File: src/rtl/text_pkg.sv
// text_pkg: shared definitions for the text path (write controller,
// character RAM and renderer).
//   - ASCII control/printable constants
//   - state_t : write-controller FSM states
//   - char_class_t : class of a received byte
//   - is_printable() : printable-range test for an 8-bit code
package text_pkg;

  localparam logic [7:0] ASCII_BS       = 8'h08;
  localparam logic [7:0] ASCII_LF       = 8'h0A;
  localparam logic [7:0] ASCII_CR       = 8'h0D;
  localparam logic [7:0] ASCII_ESC      = 8'h1B;
  localparam logic [7:0] ASCII_PRINT_LO = 8'h20;
  localparam logic [7:0] ASCII_PRINT_HI = 8'h7E;

  typedef enum logic {
    IDLE,
    CLEAR_WAIT
  } state_t;

  typedef enum logic [2:0] {
    CLS_PRINT,
    CLS_CR,
    CLS_LF,
    CLS_BS,
    CLS_ESC,
    CLS_OTHER
  } char_class_t;

  function automatic logic is_printable(input logic [7:0] code);
    return (code >= ASCII_PRINT_LO) && (code <= ASCII_PRINT_HI);
  endfunction

endpackage

File: src/rtl/text_char_class.sv
// text_char_class: purely combinational byte classifier.
// Ports:
//   rx_data  in   DATA_WIDTH  received byte
//   cls      out  char_class_t  PRINT / CR / LF / BS / ESC / OTHER
// Bytes wider than 8 bits with any upper bit set are classed OTHER.
module text_char_class
  import text_pkg::*;
#(
  parameter int DATA_WIDTH = 8
) (
  input  logic [DATA_WIDTH-1:0] rx_data,
  output char_class_t           cls
);

  logic is_ascii;
  logic [7:0] code;

  always_comb begin
    code     = rx_data[7:0];
    is_ascii = (rx_data >> 8) == '0;
    cls      = CLS_OTHER;
    if (is_ascii) begin
      if (is_printable(code))   cls = CLS_PRINT;
      else if (code == ASCII_CR)  cls = CLS_CR;
      else if (code == ASCII_LF)  cls = CLS_LF;
      else if (code == ASCII_BS)  cls = CLS_BS;
      else if (code == ASCII_ESC) cls = CLS_ESC;
    end
  end

endmodule

File: src/rtl/text_write_ctrl.sv
// text_write_ctrl: turns received ASCII bytes into character-RAM writes,
// owns the text cursor and issues whole-screen clear requests.
// Ports:
//   clk, reset (async, active-high)
//   rx_data/rx_valid/rx_ready : byte input handshake
//   we, w_row, w_col, din     : RAM write port (address/data hold when we=0)
//   clear                     : one-cycle RAM wipe request
//   cur_row, cur_col          : current cursor
// Build option: define TEXT_WR_BACKSPACE_EN to handle 0x08 as an erasing
// backspace; otherwise 0x08 is consumed with no effect.
// All outputs are registered; the byte accepted on an edge produces its
// write/clear in the following cycle and moves the cursor on that edge.
module text_write_ctrl
  import text_pkg::*;
#(
  parameter int DATA_WIDTH   = 8,
  parameter int ROWS         = 4,
  parameter int COLS         = 32,
  parameter int CLEAR_CYCLES = ROWS*COLS+2
) (
  input  logic                      clk,
  input  logic                      reset,
  input  logic [DATA_WIDTH-1:0]     rx_data,
  input  logic                      rx_valid,
  output logic                      rx_ready,
  output logic                      we,
  output logic [$clog2(ROWS)-1:0]   w_row,
  output logic [$clog2(COLS)-1:0]   w_col,
  output logic [DATA_WIDTH-1:0]     din,
  output logic                      clear,
  output logic [$clog2(ROWS)-1:0]   cur_row,
  output logic [$clog2(COLS)-1:0]   cur_col
);

  localparam int ROW_W = $clog2(ROWS);
  localparam int COL_W = $clog2(COLS);
  localparam int CNT_W = (CLEAR_CYCLES > 2) ? $clog2(CLEAR_CYCLES) : 1;

  localparam logic [ROW_W-1:0] ROW_LAST = ROW_W'(ROWS-1);
  localparam logic [COL_W-1:0] COL_LAST = COL_W'(COLS-1);

  char_class_t cls;

  state_t                 state_q, state_d;
  logic [CNT_W-1:0]       cnt_q, cnt_d;
  logic [ROW_W-1:0]       row_d, row_inc;
  logic [COL_W-1:0]       col_d;
  logic                   we_d, clear_d;
  logic [ROW_W-1:0]       w_row_d;
  logic [COL_W-1:0]       w_col_d;
  logic [DATA_WIDTH-1:0]  din_d;

  text_char_class #(.DATA_WIDTH(DATA_WIDTH)) u_class (
    .rx_data (rx_data),
    .cls     (cls)
  );

  // Explicit wrap compare keeps non-power-of-two ROWS correct.
  assign row_inc = (cur_row == ROW_LAST) ? '0 : cur_row + ROW_W'(1);

  always_comb begin
    state_d = state_q;
    cnt_d   = cnt_q;
    row_d   = cur_row;
    col_d   = cur_col;
    we_d    = 1'b0;
    clear_d = 1'b0;
    w_row_d = w_row;
    w_col_d = w_col;
    din_d   = din;

    unique case (state_q)
      IDLE: begin
        if (rx_valid) begin
          case (cls)
            CLS_PRINT: begin
              we_d    = 1'b1;
              w_row_d = cur_row;
              w_col_d = cur_col;
              din_d   = rx_data;
              if (cur_col == COL_LAST) begin
                col_d = '0;
                row_d = row_inc;
              end else begin
                col_d = cur_col + COL_W'(1);
              end
            end
            CLS_CR: col_d = '0;
            CLS_LF: begin
              col_d = '0;
              row_d = row_inc;
            end
`ifdef TEXT_WR_BACKSPACE_EN
            CLS_BS: begin
              // Erase the cell the cursor steps back onto; (0,0) is a no-op.
              if (cur_col != '0) begin
                col_d   = cur_col - COL_W'(1);
                we_d    = 1'b1;
                w_row_d = cur_row;
                w_col_d = cur_col - COL_W'(1);
                din_d   = '0;
              end else if (cur_row != '0) begin
                row_d   = cur_row - ROW_W'(1);
                col_d   = COL_LAST;
                we_d    = 1'b1;
                w_row_d = cur_row - ROW_W'(1);
                w_col_d = COL_LAST;
                din_d   = '0;
              end
            end
`endif
            CLS_ESC: begin
              clear_d = 1'b1;
              row_d   = '0;
              col_d   = '0;
              state_d = CLEAR_WAIT;
              cnt_d   = CNT_W'(CLEAR_CYCLES-1);
            end
            default: ;
          endcase
        end
      end
      CLEAR_WAIT: begin
        if (cnt_q == '0) state_d = IDLE;
        else             cnt_d   = cnt_q - CNT_W'(1);
      end
      default: state_d = IDLE;
    endcase
  end

  always_ff @(posedge clk or posedge reset) begin
    if (reset) begin
      state_q  <= IDLE;
      cnt_q    <= '0;
      rx_ready <= 1'b1;
      we       <= 1'b0;
      clear    <= 1'b0;
      w_row    <= '0;
      w_col    <= '0;
      din      <= '0;
      cur_row  <= '0;
      cur_col  <= '0;
    end else begin
      state_q  <= state_d;
      cnt_q    <= cnt_d;
      rx_ready <= (state_d == IDLE);
      we       <= we_d;
      clear    <= clear_d;
      w_row    <= w_row_d;
      w_col    <= w_col_d;
      din      <= din_d;
      cur_row  <= row_d;
      cur_col  <= col_d;
    end
  end

endmodule

File: config.mk
export PLATFORM = sky130hd
export DESIGN_NAME = text_write_ctrl
export DESIGN_NICKNAME = d
export VERILOG_FILES = /design/src/rtl/text_pkg.sv /design/src/rtl/text_char_class.sv /design/src/rtl/text_write_ctrl.sv
export SDC_FILE = /design/constraint.sdc
export NUM_CORES = 1
export LEC_CHECK = 0
export ABC_AREA = 1
export BUFFER_PORTS_ARGS = -buffer_cell sky130_fd_sc_hd__buf_4
export CAP_MARGIN = 20
export CORE_MARGIN = 2
export CORE_UTILIZATION = 31
export DETAILED_ROUTE_END_ITERATION = 10
export GPL_TIMING_DRIVEN = 0
export PLACE_DENSITY_LB_ADDON = 0.15
export SLEW_MARGIN = 25
export SYNTH_ARGS = -nofsm -noshare
export SYNTH_HDL_FRONTEND = slang
export SYNTH_SLANG_ARGS = --single-unit
File: constraint.sdc
create_clock -name clk -period 1.2 [get_ports clk]
set_input_delay 0.12 -clock clk [delete_from_list [all_inputs] [get_ports clk]]
set_output_delay 0.12 -clock clk [all_outputs]
set_load 0.02 [all_outputs]
# After elaboration in Yosys (flattened, before gate mapping)
# Cells that the tools add are included.
# classes
eq_ne,13
n_reduce_logical,10
n_addsub,3
bitwise,2
n_mux,22
order_cmp,2
# op_table
operator,n
$eq 8x4->1 const B,3
$mux 8,3
$pmux 8 s2,1
$mux 3,4
$pmux 5 s2,1
$reduce_and 3->1,3
$eq 8x5->1 const B,1
$ge 8x6->1 const B,1
$le 8x7->1 const B,1
$logic_not 8->1,1
$mux 1,8
$sub 8x1->8 const B,1
$ne 2x2->1 const B,3
$pmux 2 s3,1
$add 5x1->5 const B,1
$eq 5x5->1 const B,1
$mux 5,1
$mux 2,2
$reduce_and 4->1,1
$eq 3x1->1 const B,1
$eq 3x2->1 const B,1
$eq 3x3->1 const B,1
$logic_not 3->1,1
$reduce_bool 3->1,1
other kinds (8),9
# word_totals
reg_bits,34
word_cells,62
out_inout_bits,25

# Longest topological paths before layout
# Gate-level depths: netlist (run 1).
# depth
depth_word,11
mapped_depth,10
depth_no_buf,10

# By module
# Synthesis (run 1) repeated with hierarchy kept, for this count alone.
# hier_totals
hier_cells,243
hier_area_um2,1841.8
# by_module_without_submodules
mod,area_per_inst_um2,instances,seq_area_each_um2,cells_per_inst
text_write_ctrl,1667.8,1,852.1,205
text_char_class,173.9,1,0.0,38

# Least setup slack after synthesis (run 1)
# OpenSTA, ideal clock, no wires.
# synth_timing
kind,flip-flop to flip-flop
start,reg cur_col[0]
end,reg cur_col[2]
required_time_ns,1.134
path_stages_with_launch,8
path_slack_ns,-0.250
t_arrival_ns,1.384
synth_period_minus_slack_ns,1.450
path_cell_list,dfrtp_1 -> ha_1 -> nand2_1 -> nor2_1 -> ha_1 -> nor3b_1 -> nand4_1 -> nand2_1
# synth_between
elab_chain_cells,3
word_cells_on_any_way,4
# synth_rtl
item,line,source
start: declaration,text_write_ctrl.sv:32,output logic [$clog2(COLS)-1:0] cur_col
start signal: assignment,text_write_ctrl.sv:153,cur_col <= col_d;
$add 5x1->5 / $eq 5x5->1 (equally long branches),"text_write_ctrl.sv:85, text_write_ctrl.sv:81",
$mux 5 (*),text_write_ctrl.sv:81,if (cur_col == COL_LAST) begin
$pmux 5 s2 (*),text_write_ctrl.sv:75,case (cls)
# Every way passes the cells marked *; elsewhere a longest branch is shown, timed or not.
# A chain may end at the register's enable or synchronous reset.

# Worst setup path after layout (run 1)
# layout_timing
start,reg cur_row[0]
end,reg cur_row[0]
# layout_between
elab_chain_cells,4
word_cells_on_any_way,5
# layout_rtl
item,line,source
start: declaration,text_write_ctrl.sv:31,"output logic [$clog2(ROWS)-1:0] cur_row,"
start signal: assignment,text_write_ctrl.sv:152,cur_row <= row_d;
$add 2x1->2 / $eq 2x2->1 (equally long branches),text_write_ctrl.sv:59,assign row_inc = (cur_row == ROW_LAST) ? '0 : cur_row + ROW_W'(1);
$mux 2 (*),text_write_ctrl.sv:59,
$mux 2,text_write_ctrl.sv:81,
$pmux 2 s3 (*),text_write_ctrl.sv:75,
# Every way passes the cells marked *; elsewhere a longest branch is shown, timed or not. The select of a mux whose other input is x is not followed.

==> implementation parameters, run 1 <==
Parameter                              Value

CTS
  H-Tree Depth ... 2
  Clock slew seen by the registers of the worst setup and hold paths ... 80 ps
  Root buffer cell ... clkbuf_8
  Number of buffers created by CTS ... 5
  Number of sinks on the clock net ... 34
  Clock Path Buffers ... 2
  Insertion delay to the later sink of the worst-skew pair ... 290 ps
  CTS tree ... yes

Global route
  Initial antenna violation count ... 0
  Maximum number of pins on one net before global-route repair ... 35
  Number of global-route vias before repair ... 1602
  Gr ovfl total ... 0
  Aggregate global-route resource usage ... 0.153
  Wire length of the first global-routing pass ... 7.54 mm

Power and ir drop
  Static leakage ... 1.40 nW
  Power density over the cells ... just under 1000 nW/µm²
  Max rail drop VDD ... 0.594 mV

STA
  Final setup vio count ... 15
  Final setup margin ... -153 ps
  Worst Tran Pin Value ... between 600 and 700 ps
  Max Fclk ... 739 MHz
  Slew margin rel. ... 0.594
  Hold Violations, Final ... 0
  RSZ-0062 raised after global routing ... true
  Part of the cycle the worst path needs ... 1.13
  Final hold slack ... 69.0 ps
  Final max-slew violation count ... 0
  Post-Route Skew ... 3.42 ps
  Crit path time final ... 1350 ps

Critical path
  Data required, critical path ... 1430 ps
  Reg-to-reg startpoint ... cur_row[0]
  Worst reg-to-reg setup slack ... -150 ps
  Data arrival at the endpoint of the critical path ... between 1500 and 2000 ps
  Nature of the critical path startpoint ... register
  Worst setup path startpoint ... cur_row[0]
  Critical path peak fanout ... 5
  Worst reg2reg endpoint ... cur_row[0]
  Endpoint type of the worst setup path ... register
  Number of cells on the worst reg-to-reg path ... 5
  Type of the setup path with the least slack ... register to register

Floorplanning
  Die outline area ... 6390 µm²
  Floorplan die height ... between 70 and 80 µm
  # rows ... 27
  Area of the placeable core ... 5540 µm²
  Num ports ... 36
  Die span in x ... roughly 80 µm
  Initial core utilization ... 0.322

Cells and area
  Final-layout fill cell count ... 541
  Synthesis-to-finish area growth ... 50.6%
  Layout cell share with drive strength beyond 1 ... 0.452
  Top library cells by usage in the layout, fill and taps aside ... nand2_1, buf_4, dfrtp_1
  Commonest non-fill, non-tap cell in the layout ... nand2_1
  Antenna diode count ... 0
  Final layout net count ... ~300

Outcome
  Run status ... finished, violations left
  Violated checks ... negative setup slack

Drt
  Routed wire length per instance ... between 10 and 15 µm
  Drt via density ... 4.60
  Remaining routing DRC violations ... 0
  Routed vias ... 1624
  Detailed-router iteration count before antenna repair ... 4
  DRC violation total after the first TritonRoute iteration ... 71
  Antenna Nets Post-Route ... 0
  Total wire length after detailed routing ... between 4 and 5 mm

Worst hold path
  Hold path startpoint ... rx_data[3]
  Endpoint of the worst hold path ... din[3]
  Number of instances on the worst hold path ... 3
  Worst hold path type ... input port to register

Place
  Post-place setup slack ... -195 ps
  Count of port buffers added during placement ... 35
  DPL Wire Length ... 2.92 mm
  Last weighted congestion value of the routability-driven placer ... 0.763

Run
  Number of violations of the max-capacitance limit ... 0

Synthesis
  Sequential cell area fraction in the yosys report ... 0.477
  Synthesized flop and latch total ... 34
  Syn nets ... 235
  Mean area per synthesized cell ... slightly above 8 µm²
  Count of unique library cells instantiated by Yosys ... 30
  Post-Syn Instances ... around 220
  Synth warnings ... 0
  Synth Cell Area ... 1790 µm²
-- worst max-delay path by stage --
stage	end	depth (start not counted)	slack, ps
after global placement	cur_col[0]	2	-330
after CTS	cur_col[2]	7	-120
after detailed placement	cnt_q[5]	10	-200
final	cur_row[0]	5	-150
after global routing	cnt_q[3]	10	-230
after floorplan	cur_col[3]	9	-120
-- per-stage QoR --
step / TNS, ps / instances / area, µm² / util / power [mW]
after floorplan: -826 / 219 / 1820 / - / 1.27
after global placement: -10430 / 326 / 2170 / 0.393 / 1.35
after detailed placement: -3180 / 326 / 2170 / 0.393 / 1.35
after CTS: -1670 / 352 / 2610 / 0.472 / 2.66
after global routing: -3250 / 353 / 2690 / 0.486 / 2.73
final: -1430 / 353 / 2690 / 0.486 / 2.64
-- synth_stat cells (all sizes together) --
| cell | instances | area (µm²) |
|---|---|---|
| nand2 | 74 | 317 |
| dfrtp | 33 | 826 |
| inv | 26 | 103 |
| nand3 | 23 | 120 |
| nor2 | 20 | 87.6 |
| o21ai | 14 | 73.8 |
| nand4 | 6 | 37.5 |
| ha | 5 | 62.6 |
| buf | 4 | 45.0 |
| a21oi | 3 | 18.8 |
| nor3 | 2 | 10.0 |
| xor2 | 2 | 17.5 |
| a21boi | 1 | 7.51 |
| dfstp | 1 | 26.3 |
| nand3b | 1 | 7.51 |
| nor3b | 1 | 7.51 |
| o21a | 1 | 7.51 |
| o22ai | 1 | 6.26 |
| or2 | 1 | 6.26 |
-- metal layers --
metal	global-route usage	wire length (µm)	share of wire	vias up
met3	0.0373	154	0.033	9
met2	0.253	2280	0.49	27
met4	0.0458	63	0.014	0
li1	-	-	-	819
met1	0.197	2110	0.46	769
met5	0	0	0	-
-- sequential cells by signal (all words and copies together) (netlist names) --
name      cells
clear         1
cnt_q         8
cur_col       5
cur_row       2
din           8
rx_ready      1
state_q       1
w_col         5
w_row         2
we            1
-- final cells by class --
class,count,area (µm²),share of cell area
Tap cell,72,90.1,0.0335
Clock inverter,3,68.8,0.0256
Inverter,26,116,0.0432
Buffer,3,41.3,0.0153
Multi-Input combinational cell,155,961,0.357
Timing Repair Buffer,55,490,0.182
Clock buffer,5,68.8,0.0256
Sequential cell,34,855,0.318
-- critical path, stage by stage (launching register included) --
cell and delay (ps):
dfrtp_1 440, ha_1 210, or2_2 270, a21oi_1 180
nand4_1 120, nand2_1 70
-- logic make-up (layout without fill, tap and decap cells) --
logic type      Yosys count  in the layout  synth area share
compound gates           20             20            0.0637
xor+xnor                  2              2           0.00981
fa+ha+maj                 5              5            0.0350
buf+inv                  30             92            0.0826
flops                    34             34             0.477
simple gates            128            128             0.332
-- timing repair --
action                                 CTS  global route
endpoints found under the hold margin   28             0
gates cloned                             3             0
setup buffers                           14             3
gates resized for setup                 31            29
setup endpoints to repair               32            35
hold buffers                             1             0
pin swaps                               14            20
-- power by group --
part / switching [mW] / internal [mW] / leakage [nW]
clock network: 0.466 / 0.833 / 0.0683
logic: 0.105 / 0.0654 / 0.896
registers: 0.0110 / 1.16 / 0.434
total: 0.582 / 2.05 / 1.40
Note: power is estimated with default switching activity, not from simulation.
==> inputs of run 2 (changes only) <==
--- a/config.mk
+++ b/config.mk
@@ -13,5 +13,5 @@
 export DETAILED_ROUTE_END_ITERATION = 10
 export GPL_TIMING_DRIVEN = 0
-export PLACE_DENSITY_LB_ADDON = 0.15
+export PLACE_DENSITY = 0.57
 export SLEW_MARGIN = 25
 export SYNTH_ARGS = -nofsm -noshare
==> constraint.sdc (replaced) <==
create_clock -name clk -period 1.2 [get_ports clk]
set_input_delay 0.12 -clock clk [delete_from_list [all_inputs] [get_ports clk]]
set_output_delay 0.12 -clock clk [all_outputs]
set_load 0.05 [all_outputs]
==> implementation parameters, run 2 (synthesized netlist as in run 1, its figures left out) <==
Parameter                              Value

CTS
  Number of buffers created by CTS ... 5
  Clock Path Buffers ... 2
  H-Tree Depth ... 2
  Insertion delay to the later sink of the worst-skew pair ... 280 ps
  Clock slew seen by the registers of the worst setup and hold paths ... 70 ps
  Root buffer cell ... clkbuf_8
  Number of sinks on the clock net ... 34
  CTS tree ... yes

Cells and area
  Largest registers ... cnt_q (8), din (8)
  Final core utilization ... 0.501
  Synthesis-to-finish area growth ... 55.3%
  Final layout net count ... between 300 and 400
  Top library cells by usage in the layout, fill and taps aside ... nand2_1, buf_4, dfrtp_1
  Antenna diode count ... 0
  Commonest non-fill, non-tap cell in the layout ... nand2_1
  Final cell area excluding filler cells ... 2780 µm²
  Layout cell share with drive strength beyond 1 ... 0.458
  Final-layout fill cell count ... roughly 560

STA
  Crit path time final ... 1290 ps
  Final setup margin ... -95.0 ps
  Slew margin rel. ... 0.598
  Part of the cycle the worst path needs ... 1.08
  Final setup vio count ... 13
  Worst Tran Pin Value ... 602 ps
  Hold Violations, Final ... 0
  RSZ-0062 raised after global routing ... true
  Fin Setup TNS ... -896 ps
  Final max-slew violation count ... 0
  Max Fclk ... 772 MHz
  Post-Route Skew ... 6.91 ps

Place
  Last weighted congestion value of the routability-driven placer ... 0.787
  Count of port buffers added during placement ... 35
  Placed cell area ... around 2200 µm²
  DPL Wire Length ... 2.86 mm

Critical path
  Data arrival at the endpoint of the critical path ... 1520 ps
  Type of the setup path with the least slack ... register to register
  Crit-path cells ... ha_4, nand2_4, nor2_4, ha_4, inv_4, o21ai_1, a21oi_1, nand2_1, nand2_1
  Critical path peak fanout ... 4
  Endpoint type of the worst setup path ... register
  Nature of the critical path startpoint ... register
  Highest cell delay on the worst timing path ... roughly 430 ps
  Worst-path cell with the longest stage delay ... dfrtp_2
  Data required, critical path ... 1430 ps
  Worst reg-to-reg setup slack ... -90 ps

Drt
  Total wire length after detailed routing ... between 4 and 5 mm
  Detailed-router iteration count before antenna repair ... 4
  Antenna Nets Post-Route ... 0
  Remaining routing DRC violations ... 0
  Routed vias ... 1703
  Drt via density ... ~4.8
  Routed wire length per instance ... roughly 13 µm
  DRC violation total after the first TritonRoute iteration ... 119

Power and ir drop
  Static leakage ... 1.45 nW
  Relative contribution of combinational cells to total power ... 0.084
  Proportion of total power due to net switching ... 0.242
  Power density over the cells ... 857 nW/µm²
  Internal portion of total power ... around 1.8 mW
  Share of total power in the clock network ... 0.426
  Power dissipated by switching net loads ... 0.576 mW
  Total power ... around 2.4 mW
  Max rail drop VDD ... 0.567 mV
  Relative contribution of sequential cells to total power ... 0.491

Global route
  Number of global-route vias before repair ... between 1500 and 2000
  Initial antenna violation count ... 0
  Aggregate global-route resource usage ... 0.163
  Met1 layer usage reported by global route ... 0.191
  Most used routing layer ... met2
  GRT met2 Usage ... 0.298
  Maximum number of pins on one net before global-route repair ... 35
  Gr ovfl total ... 0
  Wire length of the first global-routing pass ... 8.20 mm
  Global routing met3 resource utilization ... 0.0351

Floorplanning
  Die outline area ... 6390 µm²
  Area of the placeable core ... 5540 µm²
  Floorplan die height ... 79.9 µm
  # rows ... 27
  Die span in x ... 79.9 µm
  Num ports ... 36
  Initial core utilization ... 0.322

Outcome
  Violated checks ... negative setup slack
  Run status ... finished, violations left

Run
  Number of violations of the max-capacitance limit ... 0

Worst hold path
  Worst hold path type ... input port to register
==> run 2: changes by cell type in the layout (fill, tap and decap cells not counted), moves of 3 or more <==
cell / delta
buf_6: +4
clkbuf_8: +3
o21ai_1: +3
o21ai_2: -3
==> run 2: worst paths after layout <==
| check | startpoint | cells after the start | to |
|---|---|---|---|
| min in group asynchronous | reset | 3 | cnt_q[5] |
| max reg2reg | cur_col[0] | 9 | cur_col[3] |
| max in group asynchronous | reset | 3 | cur_col[0] |
| min | rx_data[3] | 3 | din[3] |
| min reg2reg | din[7] | 2 | din[7] |
| max | cur_col[0] | 9 | cur_col[3] |
==> run 2: layout make-up <==
| cell class | count | area, µm² | area share |
|---|---|---|---|
| clock buffer | 8 | 110 | 0.0397 |
| buffer | 3 | 41.3 | 0.0149 |
| inverter | 26 | 121 | 0.0437 |
| multi-input combinational | 156 | 1020 | 0.369 |
| sequential | 34 | 855 | 0.308 |
| tap | 72 | 90.1 | 0.0325 |
| timing repair buffer | 59 | 533 | 0.192 |
==> run 2: worst max-delay path: cells and delay by family, from the launching register on <==
kind	cells	cell delay (ps)
and+or+nand+nor	4	220
DFF	1	430
buffers and inverters	1	50
AOI/OAI and AO/OA	2	160
adders and majority gates	2	350
==> run 2: stage by stage <==
stage               hold slack (ps)  setup slack (ps)  instances
global placement                356              -377        326
detailed placement              312              -201        326
floorplan                       230              -256        219
finish                         72.5             -95.0        358
CTS                            61.6              -109        356
global route                   80.3              -180        358
==> run 2: timing repair <==
action | CTS | global route
gates cloned | 3 | 1
resized for setup | 38 | 31
buffers inserted | 19 | 3
setup endpoints to repair | 34 | 37
hold endpoints to repair | 3 | 0
hold buffers | 1 | 0
pin swaps | 22 | 16
==> run 2: layer usage <==
layer	wire length, µm	up-vias
met2	2580	28
li1	-	838
met3	146	7
met1	2010	830
met5	0	-
met4	48	0
==> run 2: power groups by stage <==
stage / Sequential (mW) / Clock [mW] / Combinational (mW)
6_report: 1.17 / 1.01 / 0.199
5_1_grt: 1.17 / 1.09 / 0.219
4_1_cts: 1.17 / 1.04 / 0.198
3_5_place_dp: 1.19 / 0 / 0.190
3_3_place_gp: 1.19 / 0 / 0.189
2_1_floorplan: 1.23 / 0 / 0.0734
